### src/rtl/panda_seq_table_ctrl.sv
// Table-load controller: waits for the sequencer to go idle, then streams a table into it.
// Optional WAIT_INACTIVE watchdog enabled by defining SEQ_TBL_TIMEOUT_EN.
module panda_seq_table_ctrl #(
  parameter int unsigned FRAME_WORDS = 4,
  parameter int unsigned MAX_WORDS   = 4096,
  parameter int unsigned TIMEOUT     = 125000
) (
  input  logic        clk_i,
  input  logic        reset_ni,
  input  logic        load_req_i,
  input  logic [15:0] load_len_i,
  input  logic        abort_i,
  input  logic [31:0] data_i,
  input  logic        data_valid_i,
  output logic        data_ready_o,
  input  logic        seq_active_i,
  output logic        table_start_o,
  output logic [31:0] table_data_o,
  output logic        table_wstb_o,
  output logic [15:0] table_length_o,
  output logic        table_length_wstb_o,
  output logic        busy_o,
  output logic        done_o,
  output logic [1:0]  status_o
);

  localparam int unsigned LEN_W  = 16;
  localparam int unsigned DATA_W = 32;

  localparam logic [1:0] ST_OK      = 2'd0;
  localparam logic [1:0] ST_BAD_LEN = 2'd1;
  localparam logic [1:0] ST_TIMEOUT = 2'd2;
  localparam logic [1:0] ST_ABORTED = 2'd3;

  typedef enum logic [2:0] {
    S_IDLE,
    S_WAIT_INACTIVE,
    S_START,
    S_DATA,
    S_COMMIT,
    S_DONE
  } state_t;

  state_t             r_state, w_state_nxt;
  logic [LEN_W-1:0]   r_len, w_len_nxt;
  logic [LEN_W-1:0]   r_word_cnt, w_word_cnt_nxt;
  logic [LEN_W-1:0]   r_table_length, w_table_length_nxt;
  logic [DATA_W-1:0]  r_table_data, w_table_data_nxt;
  logic [1:0]         r_status, w_status_nxt;
  logic               r_ready, w_ready_nxt;
  logic               r_table_start, w_table_start_nxt;
  logic               r_table_wstb, w_table_wstb_nxt;
  logic               r_length_wstb, w_length_wstb_nxt;
  logic               r_busy, w_busy_nxt;
  logic               r_done, w_done_nxt;
  logic               w_accept;
  logic               w_len_bad;
  logic               w_timeout;

  assign w_accept  = (r_state == S_DATA) && r_ready && data_valid_i;
  assign w_len_bad = (load_len_i == '0) ||
                     (32'(load_len_i) > MAX_WORDS) ||
                     ((32'(load_len_i) % FRAME_WORDS) != 32'd0);

`ifdef SEQ_TBL_TIMEOUT_EN
  localparam int unsigned TMO_W = 32;
  logic [TMO_W-1:0] r_wait_cnt;

  // Cycles spent in WAIT_INACTIVE; restarts on every entry.
  always_ff @(posedge clk_i or negedge reset_ni) begin
    if (!reset_ni) begin
      r_wait_cnt <= '0;
    end else if (r_state == S_WAIT_INACTIVE) begin
      r_wait_cnt <= r_wait_cnt + TMO_W'(1);
    end else begin
      r_wait_cnt <= '0;
    end
  end

  assign w_timeout = (r_state == S_WAIT_INACTIVE) && (r_wait_cnt >= TIMEOUT);
`else
  // Without the watchdog WAIT_INACTIVE never gives up on its own.
  assign w_timeout = 1'b0 && (TIMEOUT != 32'd0);
`endif

  always_comb begin
    w_state_nxt        = r_state;
    w_len_nxt          = r_len;
    w_word_cnt_nxt     = r_word_cnt;
    w_table_length_nxt = r_table_length;
    w_status_nxt       = r_status;
    w_length_wstb_nxt  = 1'b0;
    w_done_nxt         = 1'b0;
    w_table_wstb_nxt   = w_accept;
    w_table_data_nxt   = w_accept ? data_i : r_table_data;

    unique case (r_state)
      S_IDLE: begin
        // busy_o is still high in the cycle after DONE, so requests are gated on it.
        if (load_req_i && !r_busy) begin
          if (w_len_bad) begin
            w_status_nxt = ST_BAD_LEN;
          end else begin
            w_len_nxt    = load_len_i;
            w_status_nxt = ST_OK;
            w_state_nxt  = S_WAIT_INACTIVE;
          end
        end
      end
      S_WAIT_INACTIVE: begin
        if (!seq_active_i) begin
          w_state_nxt = S_START;
        end else if (w_timeout) begin
          w_state_nxt  = S_IDLE;
          w_status_nxt = ST_TIMEOUT;
        end
      end
      S_START: begin
        w_word_cnt_nxt = '0;
        w_state_nxt    = S_DATA;
      end
      S_DATA: begin
        if (w_accept) begin
          w_word_cnt_nxt = r_word_cnt + LEN_W'(1);
          if (w_word_cnt_nxt == r_len) begin
            w_state_nxt = S_COMMIT;
          end
        end
      end
      S_COMMIT: begin
        w_table_length_nxt = r_len;
        w_length_wstb_nxt  = 1'b1;
        w_state_nxt        = S_DONE;
      end
      S_DONE: begin
        w_done_nxt  = 1'b1;
        w_state_nxt = S_IDLE;
      end
      default: begin
        w_state_nxt = S_IDLE;
      end
    endcase

    // Abort beats everything except a word strobe that is already committed.
    if (abort_i && (r_state != S_IDLE)) begin
      w_state_nxt        = S_IDLE;
      w_status_nxt       = ST_ABORTED;
      w_length_wstb_nxt  = 1'b0;
      w_done_nxt         = 1'b0;
      w_table_length_nxt = r_table_length;
    end

    w_table_start_nxt = (w_state_nxt == S_START);
    w_ready_nxt       = (w_state_nxt == S_DATA) && (w_word_cnt_nxt < w_len_nxt);
    w_busy_nxt        = (w_state_nxt != S_IDLE) || w_done_nxt;
  end

  always_ff @(posedge clk_i or negedge reset_ni) begin
    if (!reset_ni) begin
      r_state        <= S_IDLE;
      r_len          <= '0;
      r_word_cnt     <= '0;
      r_table_length <= '0;
      r_table_data   <= '0;
      r_status       <= ST_OK;
      r_ready        <= 1'b0;
      r_table_start  <= 1'b0;
      r_table_wstb   <= 1'b0;
      r_length_wstb  <= 1'b0;
      r_busy         <= 1'b0;
      r_done         <= 1'b0;
    end else begin
      r_state        <= w_state_nxt;
      r_len          <= w_len_nxt;
      r_word_cnt     <= w_word_cnt_nxt;
      r_table_length <= w_table_length_nxt;
      r_table_data   <= w_table_data_nxt;
      r_status       <= w_status_nxt;
      r_ready        <= w_ready_nxt;
      r_table_start  <= w_table_start_nxt;
      r_table_wstb   <= w_table_wstb_nxt;
      r_length_wstb  <= w_length_wstb_nxt;
      r_busy         <= w_busy_nxt;
      r_done         <= w_done_nxt;
    end
  end

  assign data_ready_o        = r_ready;
  assign table_start_o       = r_table_start;
  assign table_data_o        = r_table_data;
  assign table_wstb_o        = r_table_wstb;
  assign table_length_o      = r_table_length;
  assign table_length_wstb_o = r_length_wstb;
  assign busy_o              = r_busy;
  assign done_o              = r_done;
  assign status_o            = r_status;

endmodule

### config.mk
export PLATFORM = sky130hd
export DESIGN_NAME = panda_seq_table_ctrl
export DESIGN_NICKNAME = d
export VERILOG_FILES = /design/src/rtl/panda_seq_table_ctrl.sv
export SDC_FILE = /design/constraint.sdc
export NUM_CORES = 1
export LEC_CHECK = 0
export CAP_MARGIN = 10
export CORE_ASPECT_RATIO = 1.5
export CORE_MARGIN = 4
export CORE_UTILIZATION = 40
export CTS_BUF_LIST = sky130_fd_sc_hd__clkbuf_16
export DETAILED_ROUTE_END_ITERATION = 16
export PLACE_DENSITY = 0.76
export SLEW_MARGIN = 5
export SYNTH_ARGS = -nofsm -noshare
export SYNTH_HDL_FRONTEND = slang
export SYNTH_SLANG_ARGS = --single-unit
### constraint.sdc
create_clock -name clk_i -period 3.6 [get_ports clk_i]
set_clock_uncertainty 0.15 [all_clocks]
set_input_delay 0.54 -clock clk_i [delete_from_list [all_inputs] [get_ports clk_i]]
set_output_delay 0.54 -clock clk_i [all_outputs]
set_load 0.005 [all_outputs]
## Word level (Yosys, flattened, before mapping)

Cells that the tools add are included.

| operators by class | value |
|---|---|
| shifts and indexed selects | 0 |
| div/mod/pow operators | 0 |
| multiplexer cells | 20 |
| add/subtract/negate cells | 1 |
| bitwise operators | 1 |
| reductions and logical operators | 18 |
| magnitude comparators | 2 |
| equal/unequal tests | 8 |
| multipliers | 0 |

Operators by type and width:

| cell | count |
|---|---|
| 2-to-1 mux 16 bit | 4 |
| one-hot mux 16 bit (2 select lines) | 1 |
| nonzero test 32 bit | 1 |
| 2-to-1 mux 3 bit | 6 |
| adder 16 x 1 -> 16 bit, second input constant | 1 |
| equality test 16 bit | 1 |
| > comparator 16 x 13 -> 1 bit, second input constant | 1 |
| logical NOT 16 bit | 1 |
| less-than comparator 16 bit | 1 |
| one-hot mux 3 bit (5 select lines) | 1 |
| equality test 3 x 2 -> 1 bit, second input constant | 4 |
| equality test 3 bit, second input constant | 2 |
| 2-to-1 mux 2 bit | 3 |
| nonzero test 3 bit | 2 |
| logical AND 1 bit | 5 |
| 2-to-1 mux 1 bit | 5 |
| AND reduction 2 bit | 2 |
| nonzero test 2 bit | 2 |
| equality test 3 x 1 -> 1 bit, second input constant | 1 |
| logical NOT 3 bit | 1 |
| logical OR 1 bit | 3 |
| logical NOT 1 bit | 1 |
| NOT 1 bit | 1 |

| word-level totals | value |
|---|---|
| bits of input ports | 54 |
| RAM bits | 0 |
| bits in read-only memories | 0 |
| bits in latches | 0 |
| memories | 0 |
| output and inout bits | 56 |
| register bits after elaboration | 91 |

## Logic depth before layout (Yosys ltp)

Gate-level depths: netlist of run 1.

| logic depth | value |
|---|---|
| depth in word-level cells | 9 |
| depth in mapped cells | 16 |
| mapped depth without buffers | 15 |

## Worst setup path before layout of run 1

OpenSTA, ideal clock, no wires.

| timing path | value |
|---|---|
| path type | input -> register |
| from | in load_len_i[13] |
| to | reg r_ready, in the netlist data_ready_o |
| data required time | 3.349 ns |
| slack | 0.572 ns |
| arrival | 2.777 ns |
| stages on the path | 14 |
| path buffers | 1 |
| cell sequence | nor3_1 and3_1 and3b_1 a41oi_2 buf_2 mux2i_1 ha_1 o21ai_0 nor2_1 o21ai_0 a21oi_1 nor3_1 o21ai_0 nor4_1 |

| on the way | value |
|---|---|
| word-level cells in the longest chain between the ends | 9 |
| elaborated cells between the ends (all ways) | 14 |

RTL lines:

| element | RTL line | RTL |
|---|---|---|
| from (decl) | 11 | `input logic [15:0] load_len_i,` |
| branches (longest 8 deep; another with > comparator 16 x 13 -> 1 bit) | -- |  |
| logical AND 1 bit * | 154 | `w_ready_nxt = (w_state_nxt == S_DATA) && (w_word_cnt_nxt < w_len_nxt);` |
| net w_ready_nxt | 50 | `logic r_ready, w_ready_nxt;` |
| to (signal assigned) | 179 | `r_ready <= w_ready_nxt;` |
| to (decl) | 50 |  |

Mark *: on every way through the listed nets, which the timed path passes.
A chain may end at the register's enable or synchronous reset.

## Worst setup path after layout of run 1

| timing path | value |
|---|---|
| from | in load_len_i[6] |
| to | reg r_ready, in the netlist data_ready_o |

Same word-level chain as after synthesis.

==> impl_metrics.toml, run 1 <==
[final_layout]
syn2layout_area_growth_pct = 41.8
fillers = 975
final_common_cell = "nand2_1"
design.final.nets = 690
final_cell_area_mm2 = 0.00643
diodes = 0
instances_no_fill = 772
final_cell_mix = "130 x nand2_1, 108 x clkdlybuf4s50_1, 91 x dfrtp_1, 40 x buf_4, 26 x inv_1"
drive_gt1_frac = 0.152

[yosys]
ys_top_cells_by_area = "dfrtp_1 50%, nand2_1 11%, ha_1 4.4%"
avgSynthCellArea_um2 = 9.51
synth-seq-cells = 91
ys_async_sr_fraction = 1.00
synth_edf_count = 0
synth-compound-area-share = 0.0976
netlist_area_mm2 = 0.00454
synthAdderAreaFrac = 0.0441
synth_fp_nets = 547
yosys.area_share.simple = 0.216
yosys_warnings = 0
synth_top_family_by_area = "simple AND/OR/NAND/NOR gates"
ys_seq_area_frac = 0.502
synth_top_cell_area_share = 0.502
synth_cell_types = 53
synth-xor-area-share = 0.0367
netlist_instances = 477
synth-main-ff-cell = "dfrtp_1"
synth.area.mux_share = 0.0662
yosys.area.top_type = "dfrtp_1"

[cts]
numCtsBuffers = 9
cts_root_buf = "clkbuf_16"
clk_pin_slew_ps = 70
htree_levels = 3
clockBufferDepth = 2
cts_tree = "done"
clock_sinks = 91
clkLatencyLatePin_ps = 340

[sta]
fin_crit_ps = 3410
fmax_mhz = 293
finalCritPeriodShare = 0.947
final_hold_viol_count = 0
hold_slack_ps = 63.1
finalSetupTns_ps = 0
slew_headroom = 0.572
finalMaxSlewViolations = 0
setup_viol = 0
worstMarginPinSlew_ps = 635

[run]
cap_viol_max_count = 0

[floorplanning]
ioPinCount = 110
start_util = 0.410
coreArea_mm2 = 0.0111
die_w_um = 95.0
rows = 47
die-area_mm2 = 0.0131
die_y_um = 138

[grt]
antenna_found_initial = 0
grt_pass1_vias = 4181
grtUsageTotal = 0.198
grt_pass1_wl_mm = 20.4
gr-total-overflow = 0
grt_max_degree = 47

[setup_path]
r2r-end = "data_ready_o"
cp_max_fo = 8
startpoint_type = "primary input"
r2r_start = "r_word_cnt[0]"
reg2reg_depth = 12
crit_type = "primary input to register"
crit_end = "data_ready_o"
rrSetupSlack_ps = 300
crit_arrival_ps = 3490
endpoint_kind = "register"
required_ps = 3680
startpoint = "load_len_i[6]"

[power_and_ir_drop]
seq_power_share = 0.456
power.share.switching = 0.236
p_per_area_mw_per_mm2 = 368
p_switching_uw = 559
p_int_uw = 1810
p_total_uw = 2370
p_leak_uw = 0.00316
comb_power_share = 0.125
peakVddDrop_v = 0.000279
pwr-share-clk = 0.419

[drt]
wl_mm = 12.6
dr.pass1.iters = 5
viasPerCell = 5.09
drtIter0Drc = 104
ant_nets = 0
vias = 3931
drc = 0
wl_per_cell_um = 16.3

[place]
port_buffers = 109
place_area_mm2 = 0.00605
place_congestion = 0.905
hpwl_mm = 9.64
place_inst = 754

[status]
status = "finished, final reports clean"

[min_path]
hp-class = "primary input to asynchronous set/reset pin"
[per-layer routing]
metal	routed length [µm]	GRT usage
met5	0	0
met4	362	0.0753
met3	676	0.0457
met2	6750	0.361
met1	4770	0.216
[sequential cells by signal, summed over array words and instances, names as in the netlist]
signal               cells
data_ready_o             1
r_len                   16
table_data_o            32
busy_o                   1
table_length_wstb_o      1
done_o                   1
r_word_cnt              16
table_start_o            1
r_state                  3
table_length_o          16
status_o                 2
table_wstb_o             1
[through the flow]
| step | util | worst slack [ps] |
|---|---|---|
| final | 0.582 | 191 |
| after detailed placement | 0.547 | -267 |
| after floorplan | - | 572 |
| after CTS | 0.576 | 75.4 |
| after global placement | 0.547 | -200 |
| after global routing | 0.582 | -13.3 |
[worst max-delay path, cell delays in order]
cell and delay [ps]:
clkdlybuf4s50_1 440, nor4_2 320, nand4_1 170, and3b_2 290, a41oi_2 40, buf_6 170
buf_4 140, mux2i_4 180, ha_1 310, o21ai_0 80, nor2_1 60, o21ai_1 140
a21oi_1 90, nor3_2 140, o21ai_1 110, nor4_2 250
[power groups by stage]
stage | logic [µW] | clock network, µW | registers (µW)
2_1_floorplan | 134 | 0 | 1090
3_3_place_gp | 282 | 0 | 1100
3_5_place_dp | 287 | 0 | 1100
4_1_cts | 290 | 1030 | 1080
5_1_grt | 328 | 1060 | 1080
6_report | 296 | 994 | 1080
[cells by family (layout without fill, tap and decap cells)]
family,after synthesis,count (layout)
simple gates,209,209
mux,28,28
xor+xnor,19,19
buf+inv,44,192
compound gates,70,70
fa+ha+maj,16,16
flops,91,91
[repair_timing]
action	in CTS	in global routing
resized for setup	0	13
buffers inserted	0	2
endpoints found under the setup margin	0	1
hold buffers	0	0
[cell usage after synthesis (3+ instances only)]
cell type,instances
nand4_1,9
o41ai_1,3
mux2i_1,12
xor2_1,9
nor4_1,5
nor2b_1,4
a21o_1,4
nor2_1,23
ha_1,16
inv_1,26
o21ai_0,27
o31ai_1,5
nand2_1,130
a211oi_1,5
nand2b_1,3
buf_1,3
xnor2_1,10
dfrtp_1,91
a21oi_1,12
mux2_2,16
nand3_1,7
nor3_1,6
clkbuf_1,12
[final cells by class]
class	count	area (µm²)	area share
sequential	91	2280	0.354
multi-input combinational	342	2150	0.334
clock buffer	9	225	0.0350
tap	147	184	0.0286
clock inverter	7	91.3	0.0142
timing repair buffer	150	1410	0.220
inverter	26	97.6	0.0152
[worst min-delay path by stage]
stage                                to             start  slack, ps  cells after the start
global placement       table_data_o[28]  table_data_o[28]        310                      2
floorplan                        busy_o          reset_ni         90                      0
global route         table_length_o[10]          reset_ni        110                      1
detailed placement     table_data_o[29]  table_data_o[29]        310                      2
finish              table_length_wstb_o          reset_ni         60                      1
CTS                 table_length_wstb_o          reset_ni         70                      1
(Power assumes the default switching activity.)
==> inputs of run 2 (changes only) <==
- SLEW_MARGIN: 5 -> 20
==> results of run 2 <==
Final layout, timing and power as in run 1 (identical DEF).
